`config.mk`:
```
export PLATFORM = sky130hd
export DESIGN_NAME = instruction_fetch
export DESIGN_NICKNAME = d
export VERILOG_FILES = /design/src/rtl/instruction_fetch.sv
export SDC_FILE = /design/constraint.sdc
export NUM_CORES = 1
export LEC_CHECK = 0
export ABC_AREA = 1
export ABC_CLOCK_PERIOD_IN_PS = 7570
export BUFFER_PORTS_ARGS = -buffer_cell sky130_fd_sc_hd__buf_2
export CORE_MARGIN = 2
export CORE_UTILIZATION = 55
export CTS_CLUSTER_DIAMETER = 80
export DETAILED_ROUTE_END_ITERATION = 10
export GPL_TIMING_DRIVEN = 0
export HOLD_SLACK_MARGIN = 0.06
export PLACE_DENSITY = 0.81
export SLEW_MARGIN = 0
export SYNTH_ARGS = -nofsm -noshare
export SYNTH_HDL_FRONTEND = slang
export SYNTH_SLANG_ARGS = --single-unit
```
`constraint.sdc`:
```
create_clock -name clk -period 7.57 [get_ports clk]
set_input_delay 1.514 -clock clk [delete_from_list [all_inputs] [get_ports clk]]
set_output_delay 1.514 -clock clk [all_outputs]
set_load 0.01 [all_outputs]
```
`src/rtl/instruction_fetch.sv`:
```
// instruction_fetch
//   Fetch stage: owns the PC, runs a single-outstanding req/ack read on
//   instruction memory and loads the IF/ID register that feeds decode.
//   Handles decode back-pressure (stall) and branch redirect, including
//   dropping a response that was already in flight down the wrong path.
//
// Ports
//   clk, rst        : rising-edge clock, asynchronous active-high reset
//   imem_req        : read request, held until acknowledged
//   imem_addr       : request byte address, stable while imem_req=1
//   imem_ack        : read data valid this cycle (only meaningful with imem_req)
//   imem_rdata      : instruction word, valid with imem_ack
//   stall           : decode cannot accept; IF/ID holds
//   branch_taken    : redirect PC to branch_target and flush IF/ID
//   branch_target   : redirect byte address, bits [1:0] ignored
//   if_id_instr     : IF/ID instruction (0 = NOP when flushed/reset)
//   if_id_pc_plus4  : IF/ID PC+4
//   if_id_valid     : IF/ID holds a real instruction
module instruction_fetch #(
    parameter int unsigned           ADDR_WIDTH = 32,
    parameter logic [ADDR_WIDTH-1:0] RESET_PC   = '0
) (
    input  logic                  clk,
    input  logic                  rst,
    output logic                  imem_req,
    output logic [ADDR_WIDTH-1:0] imem_addr,
    input  logic                  imem_ack,
    input  logic [31:0]           imem_rdata,
    input  logic                  stall,
    input  logic                  branch_taken,
    input  logic [ADDR_WIDTH-1:0] branch_target,
    output logic [31:0]           if_id_instr,
    output logic [ADDR_WIDTH-1:0] if_id_pc_plus4,
    output logic                  if_id_valid
);

    typedef enum logic [1:0] {IDLE, FETCH, HOLD, DISCARD} state_t;

    state_t                state, state_n;
    logic [ADDR_WIDTH-1:0] pc, pc_n, pc_inc, tgt;
    logic [ADDR_WIDTH-1:0] addr_n, pp4_n;
    logic                  req_n, valid_n;
    logic [31:0]           hold, hold_n, instr_n;
    logic                  ack;
    logic                  tgt_lsb_unused;

    // Instruction addresses are word aligned; the low target bits carry no meaning.
    assign tgt            = {branch_target[ADDR_WIDTH-1:2], 2'b00};
    assign tgt_lsb_unused = ^branch_target[1:0];
    assign pc_inc         = pc + ADDR_WIDTH'(4);
    // An ack without a live request is not a response.
    assign ack            = imem_req & imem_ack;

    always_ff @(posedge clk or posedge rst) begin
        if (rst) begin
            state          <= IDLE;
            pc             <= RESET_PC;
            imem_req       <= 1'b0;
            imem_addr      <= RESET_PC;
            hold           <= '0;
            if_id_instr    <= '0;
            if_id_pc_plus4 <= '0;
            if_id_valid    <= 1'b0;
        end else begin
            state          <= state_n;
            pc             <= pc_n;
            imem_req       <= req_n;
            imem_addr      <= addr_n;
            hold           <= hold_n;
            if_id_instr    <= instr_n;
            if_id_pc_plus4 <= pp4_n;
            if_id_valid    <= valid_n;
        end
    end

    always_comb begin
        state_n = state;
        pc_n    = pc;
        req_n   = imem_req;
        addr_n  = imem_addr;
        hold_n  = hold;
        instr_n = if_id_instr;
        pp4_n   = if_id_pc_plus4;
        valid_n = if_id_valid;

        // IF/ID baseline: a branch flushes to a NOP (pc_plus4 kept), a stall
        // freezes everything, otherwise a bubble unless a delivery below
        // overrides it.
        if (branch_taken) begin
            valid_n = 1'b0;
            instr_n = '0;
        end else if (!stall) begin
            valid_n = 1'b0;
        end

        unique case (state)
            IDLE: begin
                state_n = FETCH;
                req_n   = 1'b1;
                if (branch_taken) begin
                    pc_n   = tgt;
                    addr_n = tgt;
                end else begin
                    addr_n = pc;
                end
            end

            FETCH: begin
                if (branch_taken) begin
                    pc_n = tgt;
                    if (ack) begin
                        // Response is wrong-path; reissue at the target right away.
                        addr_n = tgt;
                    end else begin
                        // The request cannot be withdrawn: keep the old address
                        // up and throw its data away when it lands.
                        state_n = DISCARD;
                    end
                end else if (ack) begin
                    if (stall) begin
                        // Park the word so it is neither lost nor refetched.
                        hold_n  = imem_rdata;
                        req_n   = 1'b0;
                        state_n = HOLD;
                    end else begin
                        instr_n = imem_rdata;
                        pp4_n   = pc_inc;
                        valid_n = 1'b1;
                        pc_n    = pc_inc;
                        addr_n  = pc_inc;
                    end
                end
            end

            HOLD: begin
                if (branch_taken) begin
                    pc_n    = tgt;
                    addr_n  = tgt;
                    req_n   = 1'b1;
                    state_n = FETCH;
                end else if (!stall) begin
                    instr_n = hold;
                    pp4_n   = pc_inc;
                    valid_n = 1'b1;
                    pc_n    = pc_inc;
                    addr_n  = pc_inc;
                    req_n   = 1'b1;
                    state_n = FETCH;
                end
            end

            DISCARD: begin
                // pc already tracks the newest redirect; imem_addr still shows
                // the stale request until its ack.
                if (branch_taken) begin
                    pc_n = tgt;
                end
                if (ack) begin
                    addr_n  = branch_taken ? tgt : pc;
                    state_n = FETCH;
                end
            end

            default: state_n = IDLE;
        endcase
    end

endmodule

```
Yosys cells after proc, flatten, opt, wreduce, memory -nomap -nowiden
Index checks and enable logic that the tools add are counted.
{"block": "op_classes", "addsub": 1, "eq_ne": 12, "muxes": 46, "bitwise": 2, "reduce_logical": 9}
{"operator": "two-way mux 32 bit", "count": 21}
{"operator": "case mux 32 bit (2 select lines)", "count": 2}
{"operator": "case mux 32 bit (4 select lines)", "count": 1}
{"operator": "case mux 32 bit (3 select lines)", "count": 1}
{"operator": "adder 32 x 3 -> 32 bit (second input constant)", "count": 1}
{"operator": "two-way mux 2 bit", "count": 7}
{"operator": "inequality test 3 bit (second input constant)", "count": 4}
{"operator": "two-way mux 1 bit", "count": 11}
{"operator": "inequality test 2 bit (second input constant)", "count": 5}
{"operator": "AND reduction 5 bit", "count": 2}
{"operator": "case mux 2 bit (4 select lines)", "count": 1}
{"operator": "AND reduction 4 bit", "count": 2}
{"operator": "== test 2 bit (second input constant)", "count": 2}
{"operator": "case mux 1 bit (3 select lines)", "count": 1}
{"operator": "nonzero test 3 bit", "count": 1}
{"operator": "== test 2 x 1 -> 1 bit (second input constant)", "count": 1}
{"operator": "zero test 2 bit", "count": 1}
{"operator": "case mux 1 bit (2 select lines)", "count": 1}
{"operator": "AND reduction 2 bit", "count": 1}
{"operator": "nonzero test 2 bit", "count": 1}
{"operator": "OR reduction 2 bit", "count": 1}
{"operator": "AND 1 bit", "count": 1}
{"operator": "inverter 1 bit", "count": 1}
{"block": "totals", "regBits": 164, "input_bits": 69, "output_inout_bits": 98, "word_cells": 78}

Depth between registers and ports, before layout
Gate-level depths: netlist of run 1.
{"block": "logic_depth", "ltp_word": 6, "depth_mapped": 12}

Worst setup path after synthesis of run 1
OpenSTA, ideal clock, no wires.
{"block": "synth_path", "path_kind": "input-to-reg", "from": "input branch_taken", "to": "register pc[19]", "arrival_time_ps": 2460, "setup_slack_ps": 4994, "path_stages": 9, "n_path_buf": 3, "cell_sequence": "buf_4 nor2_4 nand2_1 nand2_1 inv_1 buf_2 buf_2 nand2_1 nand2_1"}
{"block": "synth_between", "elab_chain_len": 2}
{"element": "start, declared", "line": "30", "rtl": "input logic branch_taken,"}
{"element": "two-way mux 32 bit, on equally long branches"}
{"element": "case mux 32 bit (3 select lines)", "line": "96", "rtl": "unique case (state)"}
{"element": "end signal, assigned", "line": "66", "rtl": "pc <= pc_n;"}
{"element": "end, declared", "line": "40", "rtl": "logic [ADDR_WIDTH-1:0] pc, pc_n, pc_inc, tgt;"}
Several ways; a longest one is shown, not always the timed one.
A chain may end at the register's enable or synchronous reset.

Worst setup path after layout of run 1
{"block": "layout_path", "from": "input branch_taken", "to": "register imem_addr[12]"}
{"block": "layout_between", "elab_chain_len": 3}
{"element": "two-way mux 32 bit", "line": "100, 159"}
{"element": "two-way mux 32 bit", "line": "158", "rtl": "if (ack) begin"}
{"element": "case mux 32 bit (4 select lines) *", "line": "96"}
{"element": "end signal, assigned", "line": "68", "rtl": "imem_addr <= addr_n;"}
{"element": "end, declared", "line": "26", "rtl": "output logic [ADDR_WIDTH-1:0] imem_addr,"}
Every way passes the cells marked *; elsewhere a longest branch is shown, timed or not. The select of a mux whose other input is x is not followed.

==> results of run 1 <==
-- power groups by stage --
stage	clock network (mW)	logic, mW	registers, mW
after global placement	0	1.60	1.49
after detailed placement	0	1.66	1.50
after global routing	0.920	1.89	1.54
final	0.873	1.68	1.50
after CTS	0.873	1.67	1.49
after floorplan	0	1.02	1.53
-- synth_stat cells --
cell and n:
nor2_1 53, a21oi_1 2, a211oi_1 1, o21ai_1 15
nand3_1 74, nand3_2 1, inv_1 93, nor2_4 5
ha_1 4, buf_4 2, clkinv_1 2, buf_2 19
buf_1 4, clkbuf_1 25, o221ai_1 1, nand2_2 5
clkbuf_2 3, nand4_1 2, a31oi_1 12, xnor2_1 8
o21ai_0 134, o21bai_1 7, o22ai_1 15, inv_2 2
xor2_1 5, nand2_1 402, nor2_8 1, nor2_2 8
nand2_4 1, and2_1 1, dfrtp_1 164
-- cell type report --
cell class / count / share of cell area
Sequential cell: 164 / 0.4185
Multi-Input combinational cell: 757 / 0.3501
Timing Repair Buffer: 164 / 0.08600
Clock buffer: 22 / 0.04734
Inverter: 97 / 0.03790
Buffer: 53 / 0.02386
Tap cell: 184 / 0.02348
Clock inverter: 10 / 0.01276
-- sequential cells by signal, indices dropped and copies added (netlist names) --
name,flops
hold,32
if_id_instr,32
if_id_pc_plus4,32
if_id_valid,1
imem_addr,32
imem_req,1
pc,32
state,2
-- cell families after synthesis --
family          after synthesis  synth area share
xor+xnor                     13           0.01400
fa+ha+maj                     4          0.006152
compound gates              187            0.1221
buf+inv                     150           0.07351
simple gates                553            0.2798
flops                       164            0.5045
-- critical path, cell delays in order --
cell and delay, ns:
buf_4 0.15, nor2_4 0.18, nand2_1 0.09, nand3_1 0.20
clkinv_1 0.29, buf_2 0.30, nand3_1 0.11, nand2_1 0.06
-- per-layer routing --
layer | global-route usage | wire length [um]
met4 | 0.1431 | 852
met1 | 0.3714 | 9238
met2 | 0.4789 | 10950
met3 | 0.06882 | 1817
met5 | 0 | 0
-- worst min path at each step --
| stage | startpoint | slack, ns | to |
|---|---|---|---|
| CTS | imem_addr[16] | 0.48 | imem_addr[16] |
| floorplan | hold[0] | 0.45 | hold[0] |
| detailed placement | imem_addr[25] | 0.46 | imem_addr[25] |
| global route | imem_addr[25] | 0.50 | imem_addr[25] |
| global placement | imem_addr[25] | 0.46 | imem_addr[25] |
| finish | imem_addr[16] | 0.48 | imem_addr[16] |
==> results.toml, run 1 <==
[timing]
final_min_period_over_clock_period = 0.3393
worst_slack_ns = 5.001
worst_clock_skew_ns = 0.008629
finalCriticalPeriod_ns = 2.569
final-hold-violation-count = 0
measured_slew_at_the_worst_slew_check_pin_ns = 0.6154
whs_ns = 0.4764
maxSlewViolCount = 0
aggregate_negative_setup_slack_ns = 0
final-setup-viol-count = 0
rsz0062_at_grt = "no"
timing.fmax_mhz = 389.3
max-slew-margin-rel = 0.5897

[global_route]
grt_start_max_net_pins = 125
number_of_global_route_vias_before_repair = 7703
overall_routing_resource_usage = 0.2939
grt_first_pass_wirelength_mm = 37.22
overflow = 0
antenna_found_initial = 0

[setup_path]
crit_path_end_kind = "flop"
critPathArrivalTime_ns = 2.89
crit_required_ns = 7.89
r2r.worst_path.cells = 9
worst_setup_path_endpoint = "imem_addr[12]"
worstSetupPathType = "input pin to flop"
timing.critical_path.fanout_max = 10
worstReg2RegEnd = "imem_addr[12]"
setup.reg_to_reg.worst_slack_ns = 5.41
critPathLaunch = "branch_taken"
crit_path_start_kind = "input pin"
r2r_start = "state[0]"

[floorplanning]
core.rowCount = 44
dieHeight_um = 125.6
ioPinCount = 167
die-width_um = 125.6
coreArea_um2 = 14480
die_area_um2 = 15780
initial_core_util = 0.5619

[yosys]
post_synth.cell_area_avg_um2 = 7.596
ys_warn_count = 0
synthesis.nets = 1144
syn_inst = 1071
seq_area_frac_synth = 0.5045
synth.top_cell.area_share = 0.5045
synth.largest_area_cell = "dfrtp_1"
synth_top_area_cells = "dfrtp_1, nand2_1, o21ai_0, nand3_1, inv_1"
ys_seq_elements = 164
yosysUniqueCellTypes = 31
post_synth_instance_area_um2 = 8135

[power]
power_per_cell_area_nw_per_um2 = 413.2
power.share.sequential = 0.370
internal_power_mw = 2.293
clockPowerShare = 0.215
power.switching_mw = 1.759
combPwrFrac = 0.414
power.switching_fraction = 0.4341
power.total_mw = 4.052
irDropWorstVdd_mv = 0.1838
power.static_leakage_nw = 5.080

[route]
detail_route.wirelength_mm = 22.85
dr.first_iter.drc_count = 650
detail_route.wl_per_cell_um = 15.75
drt_pass1_iterations = 6
detail_route.drc_violations = 0
route.vias.total = 7826
drt.antenna.violating_nets = 0
vias_per_cell = 5.394

[clock_tree]
cts_hold_repair.buffers = 0
cts.htree.levels = 4
clock_tree.root_cell = "clkbuf_16"
clkSinkCount = 164
cts.path.max_buffers = 2
clock_insertion_delay_worst_skew_ns = 0.43
post_cts_resize_count = 0
cts.reportedPaths.clkPinSlew_ns = 0.06
cts_tree = "yes"
post_cts_buffers = 0
cts_inserted_buffers = 17

[placement]
gp_routability_congestion = 0.9964
dpl_worst_slack_ns = 4.590
postPlaceCellArea_um2 = 9216
dp.final_hpwl_mm = 16.52
instance_count_after_placement_with_tap_cells_included = 1419
portBuffers = 163

[layout]
nNetsFinal = 1327
antenna_cells = 0
multiInputGateArea_um2 = 3433
layout.cells.most_common = "nand2_1"
drive_above_1_share = 0.1902
layout.filler_cells = 1237
seq_area_um2 = 4104
instances_no_fill = 1451
final_cell_mix = "nand2_1, buf_2, dfrtp_1"
syn2layout_area_growth_pct = 20.53
area_of_all_placed_cells_without_fillers_um2 = 9806
layout.core_utilization = 0.6772

[status]
status = "complete, no violations"

[hold_path]
cell_depth_of_the_worst_hold_path = 2
worst_hold_path_type = "flop to flop"

[flow_run]
cap_violations = 0
(Power assumes the default switching activity.)
==> inputs of run 2 (changes only) <==
--- a/config.mk
+++ b/config.mk
@@ -5,16 +5,16 @@
 export SDC_FILE = /design/constraint.sdc
 export NUM_CORES = 1
 export LEC_CHECK = 0
-export ABC_AREA = 1
-export ABC_CLOCK_PERIOD_IN_PS = 7570
+export ABC_AREA = 0
+export ABC_CLOCK_PERIOD_IN_PS = 2200
 export BUFFER_PORTS_ARGS = -buffer_cell sky130_fd_sc_hd__buf_2
 export CORE_MARGIN = 2
-export CORE_UTILIZATION = 55
+export CORE_UTILIZATION = 50
 export CTS_CLUSTER_DIAMETER = 80
 export DETAILED_ROUTE_END_ITERATION = 10
 export GPL_TIMING_DRIVEN = 0
 export HOLD_SLACK_MARGIN = 0.06
-export PLACE_DENSITY = 0.81
+export PLACE_DENSITY = 0.78
 export SLEW_MARGIN = 0
 export SYNTH_ARGS = -nofsm -noshare
 export SYNTH_HDL_FRONTEND = slang
==> constraint.sdc (replaced) <==
create_clock -name clk -period 2.2 [get_ports clk]
set_input_delay 0.44 -clock clk [delete_from_list [all_inputs] [get_ports clk]]
set_output_delay 0.44 -clock clk [all_outputs]
set_load 0.01 [all_outputs]
==> results.toml, run 2 <==
[setup_path]
crit_required_ns = 2.50
crit_path_end_kind = "flop"
setup.reg_to_reg.worst_slack_ns = 0.02
critPathArrivalTime_ns = 2.48
worstSetupPathType = "flop to flop"
cpPeakStageDelay_ns = 0.60
slowest_stage = "or4_4"
timing.critical_path.cells = "ha_4 > nand3_2 > or4_4 > buf_6 > nor3_1 > xnor2_1 > a21boi_1"
crit_path_start_kind = "flop"
r2r_start = "pc[3]"
timing.critical_path.fanout_max = 10
worstReg2RegEnd = "pc[22]"
cp_top_family = "simple AND/OR/NAND/NOR gates"
r2r.worst_path.cells = 7
worst-path-buf-inv = 1

[yosys]
post_synth_instance_area_um2 = 8254
ys.flop_type = "dfrtp_1"
synth.top_cell.area_share = 0.4972
syn_inst = 832
ys_seq_elements = 164
ys_warn_count = 0
synth_commonest_cells = "dfrtp_1, nand2_1, o21ai_0"
synthesis.nets = 905
yosys.cell_count.top_type = "dfrtp_1"
synth-async-reset-ratio = 1.000
synth_enable_flop_cells = 0
yosysUniqueCellTypes = 55
post_synth.cell_area_avg_um2 = 9.921
seq_area_frac_synth = 0.4972
synth.largest_area_cell = "dfrtp_1"
synth_top_area_cells = "dfrtp_1, mux2_2, o21ai_0, nand2_1, xnor2_1"

[hold_path]
worst_hold_path_type = "input pin to asynchronous set/reset pin"

[timing]
rsz0062_at_grt = "yes"
aggregate_negative_setup_slack_ns = 0
final-hold-violation-count = 0
measured_slew_at_the_worst_slew_check_pin_ns = 0.8098
finalCriticalPeriod_ns = 2.185
maxSlewViolCount = 0
worst_clock_skew_ns = 0.01304
worst_slack_ns = 0.01549
timing.fmax_mhz = 457.8
max-slew-margin-rel = 0.4590
whs_ns = 0.1510
final_min_period_over_clock_period = 0.9930
final-setup-viol-count = 0

[power]
clockPowerShare = 0.226
power.static_leakage_nw = 4.570
power_per_cell_area_nw_per_um2 = 1304
irDropWorstVdd_mv = 0.7426
power.switching_mw = 5.505
power.share.sequential = 0.345
combPwrFrac = 0.429
internal_power_mw = 8.251
power.switching_fraction = 0.4002

[clock_tree]
clkSinkCount = 164
clock_tree.root_cell = "clkbuf_16"
cts.path.max_buffers = 2
cts.htree.levels = 4
cts.reportedPaths.clkPinSlew_ns = 0.07
cts_hold_repair.buffers = 0
cts_tree = "yes"
cts_inserted_buffers = 17
clock_insertion_delay_worst_skew_ns = 0.43

[layout]
final_cell_mix = "buf_2, dfrtp_1, nand2_1"
multiInputGateArea_um2 = 4109
nNetsFinal = 1102
seq_area_um2 = 4108
syn2layout_area_growth_pct = 27.77
drive_above_1_share = 0.3589
layout.filler_cells = 1248
layout.core_utilization = 0.6591
layout.cells.most_common = "buf_2"

[placement]
gp_routability_congestion = 0.9195
dp.final_hpwl_mm = 16.81
dpl_worst_slack_ns = -1.300
portBuffers = 162

[global_route]
grt_start_max_net_pins = 44
overflow = 0
overall_routing_resource_usage = 0.2751
number_of_global_route_vias_before_repair = 7258
antenna_found_initial = 4
grt_first_pass_wirelength_mm = 37.84

[status]
status = "complete, no violations"

[flow_run]
cap_violations = 0

[route]
detail_route.wirelength_mm = 24.45
drt_pass1_iterations = 5
dr.first_iter.drc_count = 612
detail_route.wl_per_cell_um = 19.39
drt.antenna.violating_nets = 0
route.vias.total = 7293
detail_route.drc_violations = 0
vias_per_cell = 5.784

[floorplanning]
coreArea_um2 = 16000
initial_core_util = 0.5159
die_area_um2 = 17550
dieHeight_um = 132.5
core.rowCount = 46
ioPinCount = 167
die-width_um = 132.5
run 2: changes by cell type after synthesis, moves of 12 or more:
cell | before | now
nand2_1 | 402 | 102
inv_1 | 93 | 7
mux2_2 | 0 | 60
nand3_1 | 74 | 23
o21ai_0 | 134 | 94
a22oi_1 | 0 | 38
nor3_1 | 0 | 33
xnor2_1 | 8 | 40
clkbuf_1 | 25 | 51
xor2_1 | 5 | 29
o22ai_1 | 15 | 2
nand4_1 | 2 | 14
run 2: power by group through the flow:
stage | logic, mW | registers [mW] | clock network, mW
after global routing | 6.40 | 4.87 | 3.27
after global placement | 4.92 | 4.73 | 0
after CTS | 5.46 | 4.72 | 3.11
final | 5.91 | 4.75 | 3.10
after detailed placement | 5.07 | 4.76 | 0
after floorplan | 2.88 | 4.96 | 0
run 2: kinds of logic (layout without fill, tap and decap cells):
group                      count (synthesis)  after routing  synth area share
other                                      0              3                 0
buffers and inverters                     81            290           0.04077
DFF                                      164            164            0.4972
and+or+nand+nor                          272            273            0.1655
AOI/OAI and AO/OA                        177            177            0.1293
adders and majority gates                  4              4          0.006064
xor gates and xnor gates                  69             69           0.07322
muxes                                     65             65           0.08792
run 2: worst register-to-register path, stage by stage, from the launching register on:
cell	delay (ns)
dfrtp_2	0.43
ha_4	0.18
nand3_2	0.15
or4_4	0.60
buf_6	0.18
nor3_1	0.25
xnor2_1	0.17
a21boi_1	0.09
run 2: how the worst max path moves through the flow:
stage / slack (ns) / end / from / cells after the start
after floorplan: -0.32 / hold[0] / rst / 1
after global placement: -1.39 / if_id_pc_plus4[27] / rst / 2
after detailed placement: -1.30 / imem_addr[11] / state[0] / 7
after CTS: -0.03 / imem_addr[11] / state[0] / 8
after global routing: -0.06 / pc[29] / pc[16] / 6
final: 0.02 / pc[22] / pc[3] / 7
run 2: repair_timing:
item	in CTS	in global routing
setup buffers	3	12
cloned	1	1
endpoints found under the setup margin	153	134
resized for setup	60	71
pin swaps	3	8
run 2: stage by stage:
| stage | total power, mW | cells | instance area, um^2 |
|---|---|---|---|
| floorplan | 7.836 | 832 | 8258 |
| global placement | 9.644 | 1210 | 9339 |
| detailed placement | 9.838 | 1214 | 9419 |
| CTS | 13.30 | 1247 | 10230 |
| global route | 14.54 | 1259 | 10540 |
| finish | 13.76 | 1261 | 10550 |
run 2: final cells by class:
class | instances | area share
clock inverter | 12 | 0.01364
sequential | 164 | 0.3895
timing repair buffer | 182 | 0.09562
clock buffer | 20 | 0.04425
inverter | 8 | 0.003559
buffer | 68 | 0.03749
multi-input combinational | 588 | 0.3896
tap | 216 | 0.02563
antenna | 3 | 0.0007118
run 2: metal layers:
layer	global-route usage	part of all wire	vias to the layer above
met5	0	0.00045	-
met4	0.1314	0.035	2
met3	0.08966	0.11	75
met2	0.4407	0.47	381
met1	0.3377	0.38	3501
li1	-	-	3334
==> inputs of run 3 (changes only) <==
--- a/config.mk
+++ b/config.mk
@@ -6,15 +6,15 @@
 export NUM_CORES = 1
 export LEC_CHECK = 0
 export ABC_AREA = 0
-export ABC_CLOCK_PERIOD_IN_PS = 2200
+export ABC_CLOCK_PERIOD_IN_PS = 2400
 export BUFFER_PORTS_ARGS = -buffer_cell sky130_fd_sc_hd__buf_2
 export CORE_MARGIN = 2
-export CORE_UTILIZATION = 50
+export CORE_UTILIZATION = 55
 export CTS_CLUSTER_DIAMETER = 80
 export DETAILED_ROUTE_END_ITERATION = 10
 export GPL_TIMING_DRIVEN = 0
 export HOLD_SLACK_MARGIN = 0.06
-export PLACE_DENSITY = 0.78
+export PLACE_DENSITY = 0.81
 export SLEW_MARGIN = 0
 export SYNTH_ARGS = -nofsm -noshare
 export SYNTH_HDL_FRONTEND = slang
==> constraint.sdc (replaced) <==
create_clock -name clk -period 2.4 [get_ports clk]
set_input_delay 0.48 -clock clk [delete_from_list [all_inputs] [get_ports clk]]
set_output_delay 0.48 -clock clk [all_outputs]
set_load 0.01 [all_outputs]
==> results.toml, run 3 (same netlist as run 2, synthesis figures left out) <==
[timing]
rsz0062_at_grt = "yes"
maxSlewViolCount = 0
final_min_period_over_clock_period = 0.9813
aggregate_negative_setup_slack_ns = 0
timing.fmax_mhz = 424.6
final-hold-violation-count = 0
max-slew-margin-rel = 0.4643
worst_clock_skew_ns = 0.008226
final-setup-viol-count = 0
finalCriticalPeriod_ns = 2.355
measured_slew_at_the_worst_slew_check_pin_ns = 0.8035
worst_slack_ns = 0.04477

[route]
drt_pass1_iterations = 6
drt.antenna.violating_nets = 0
detail_route.wl_per_cell_um = 18.97
dr.first_iter.drc_count = 632
detail_route.drc_violations = 0
route.vias.total = 7204
vias_per_cell = 5.910
detail_route.wirelength_mm = 23.13

[setup_path]
cpPeakStageDelay_ns = 0.42
worstSetupPathType = "flop to flop"
crit_required_ns = 2.71
crit_path_end_kind = "flop"
cp_top_family = "simple AND/OR/NAND/NOR gates"
crit_path_start_kind = "flop"
timing.critical_path.cells = "buf_4 > ha_4 > nor2b_1 > or2_2 > buf_2 > nor4_1 > xor2_1 > mux2_2"
slowest_stage = "dfrtp_2"
timing.critical_path.fanout_max = 9
critPathArrivalTime_ns = 2.67
worst-path-buf-inv = 2

[floorplanning]
dieHeight_um = 126.5
core.rowCount = 44
die_area_um2 = 16000
initial_core_util = 0.5658
coreArea_um2 = 14590
ioPinCount = 167
die-width_um = 126.5

[layout]
syn2layout_area_growth_pct = 23.78
instances_no_fill = 1219
final_cell_mix = "buf_2, dfrtp_1, nand2_1"
layout.cells.most_common = "buf_2"
drive_above_1_share = 0.3250
seq_area_um2 = 4106
layout.filler_cells = 1127
nNetsFinal = 1094
multiInputGateArea_um2 = 3970
layout.core_utilization = 0.7003

[placement]
dpl_worst_slack_ns = -1.133
portBuffers = 162
gp_routability_congestion = 0.9147
dp.final_hpwl_mm = 16.52
instance_count_after_placement_with_tap_cells_included = 1183

[clock_tree]
clock_insertion_delay_worst_skew_ns = 0.43
cts.htree.levels = 4
clock_tree.root_cell = "clkbuf_16"
clkSinkCount = 164
cts_inserted_buffers = 17
cts.reportedPaths.clkPinSlew_ns = 0.06
cts.path.max_buffers = 2
cts_tree = "yes"

[power]
power.static_leakage_nw = 4.477
combPwrFrac = 0.416
internal_power_mw = 7.250
clockPowerShare = 0.224
irDropWorstVdd_mv = 0.6348
power.switching_fraction = 0.3988
power.share.sequential = 0.360
power.total_mw = 12.06
power.switching_mw = 4.810
power_per_cell_area_nw_per_um2 = 1180

[hold_path]
worst_hold_path_type = "input pin to flop"

[global_route]
grt_first_pass_wirelength_mm = 36.94
antenna_found_initial = 3
number_of_global_route_vias_before_repair = 7145
grt_start_max_net_pins = 37
overflow = 0
overall_routing_resource_usage = 0.2943

[status]
status = "complete, no violations"

[flow_run]
cap_violations = 0
## run 3: cell types whose count changed in the layout (fill, tap and decap cells not counted), moves of 7 or more
cell      previous run  this run
buf_2              170       180
buf_4               21         6
clkbuf_1            24        32
clkbuf_4            12         3
nor4_1               2         9
nor4_2               8         0
## run 3: path summary, 6_finish.rpt
path / startpoint / end / slack, ns / depth (start not counted)
max in group asynchronous: rst / if_id_instr[18] / 1.11 / 5
min in group asynchronous: rst / imem_addr[4] / 0.58 / 3
max reg2reg: state[1] / pc[19] / 0.04 / 8
min: branch_target[26] / pc[26] / 0.28 / 3
max: state[1] / pc[19] / 0.04 / 8
min reg2reg: imem_addr[15] / imem_addr[15] / 0.47 / 2
## run 3: cell type report
| cell class | instances | area share |
|---|---|---|
| antenna | 1 | 0.0002449 |
| buffer | 71 | 0.03343 |
| clock buffer | 19 | 0.04335 |
| clock inverter | 13 | 0.01323 |
| inverter | 8 | 0.003674 |
| multi-input combinational | 587 | 0.3886 |
| sequential | 164 | 0.4019 |
| tap | 184 | 0.02253 |
| timing repair buffer | 172 | 0.09307 |
## run 3: layer usage
layer	up-vias	track usage	wire, um
met3	77	0.09026	2470
met5	-	0	13
li1	3313	-	-
met4	2	0.1377	833
met2	390	0.4649	10830
met1	3422	0.3724	8980
## run 3: what timing repair did
action                                  CTS  global route
pin swaps                                 1             1
setup buffers                             1             3
hold endpoints to repair                  8             0
hold buffers                              1             0
gates resized for setup                  31            37
endpoints found under the setup margin   78           130
## run 3: per-stage QoR
| step | hold WS (ns) | cell area [um^2] |
|---|---|---|
| final | 0.2788 | 10220 |
| after global routing | 0.2893 | 10220 |
| after CTS | 0.2746 | 10090 |
| after detailed placement | 0.4666 | 9399 |
| after global placement | 0.4565 | 9299 |
| after floorplan | 0.4726 | 8258 |
## run 3: worst reg2reg max path: cells and delay by family, from the launching register on
family,cells,cell delay [ns]
XOR/XNOR,1,0.12
AND/OR/NAND/NOR,3,0.75
flip-flops,1,0.42
buffers and inverters,2,0.34
multiplexers,1,0.28
adder cells (fa/ha/maj),1,0.33
## run 3: power by group through the flow
stage                     registers (mW)  logic, mW  clock network, mW
after detailed placement            4.35       4.61                  0
final                               4.34       5.02               2.70
after CTS                           4.32       4.80               2.71
after global placement              4.32       4.49                  0
after floorplan                     4.54       2.64                  0
after global routing                4.46       5.45               2.83
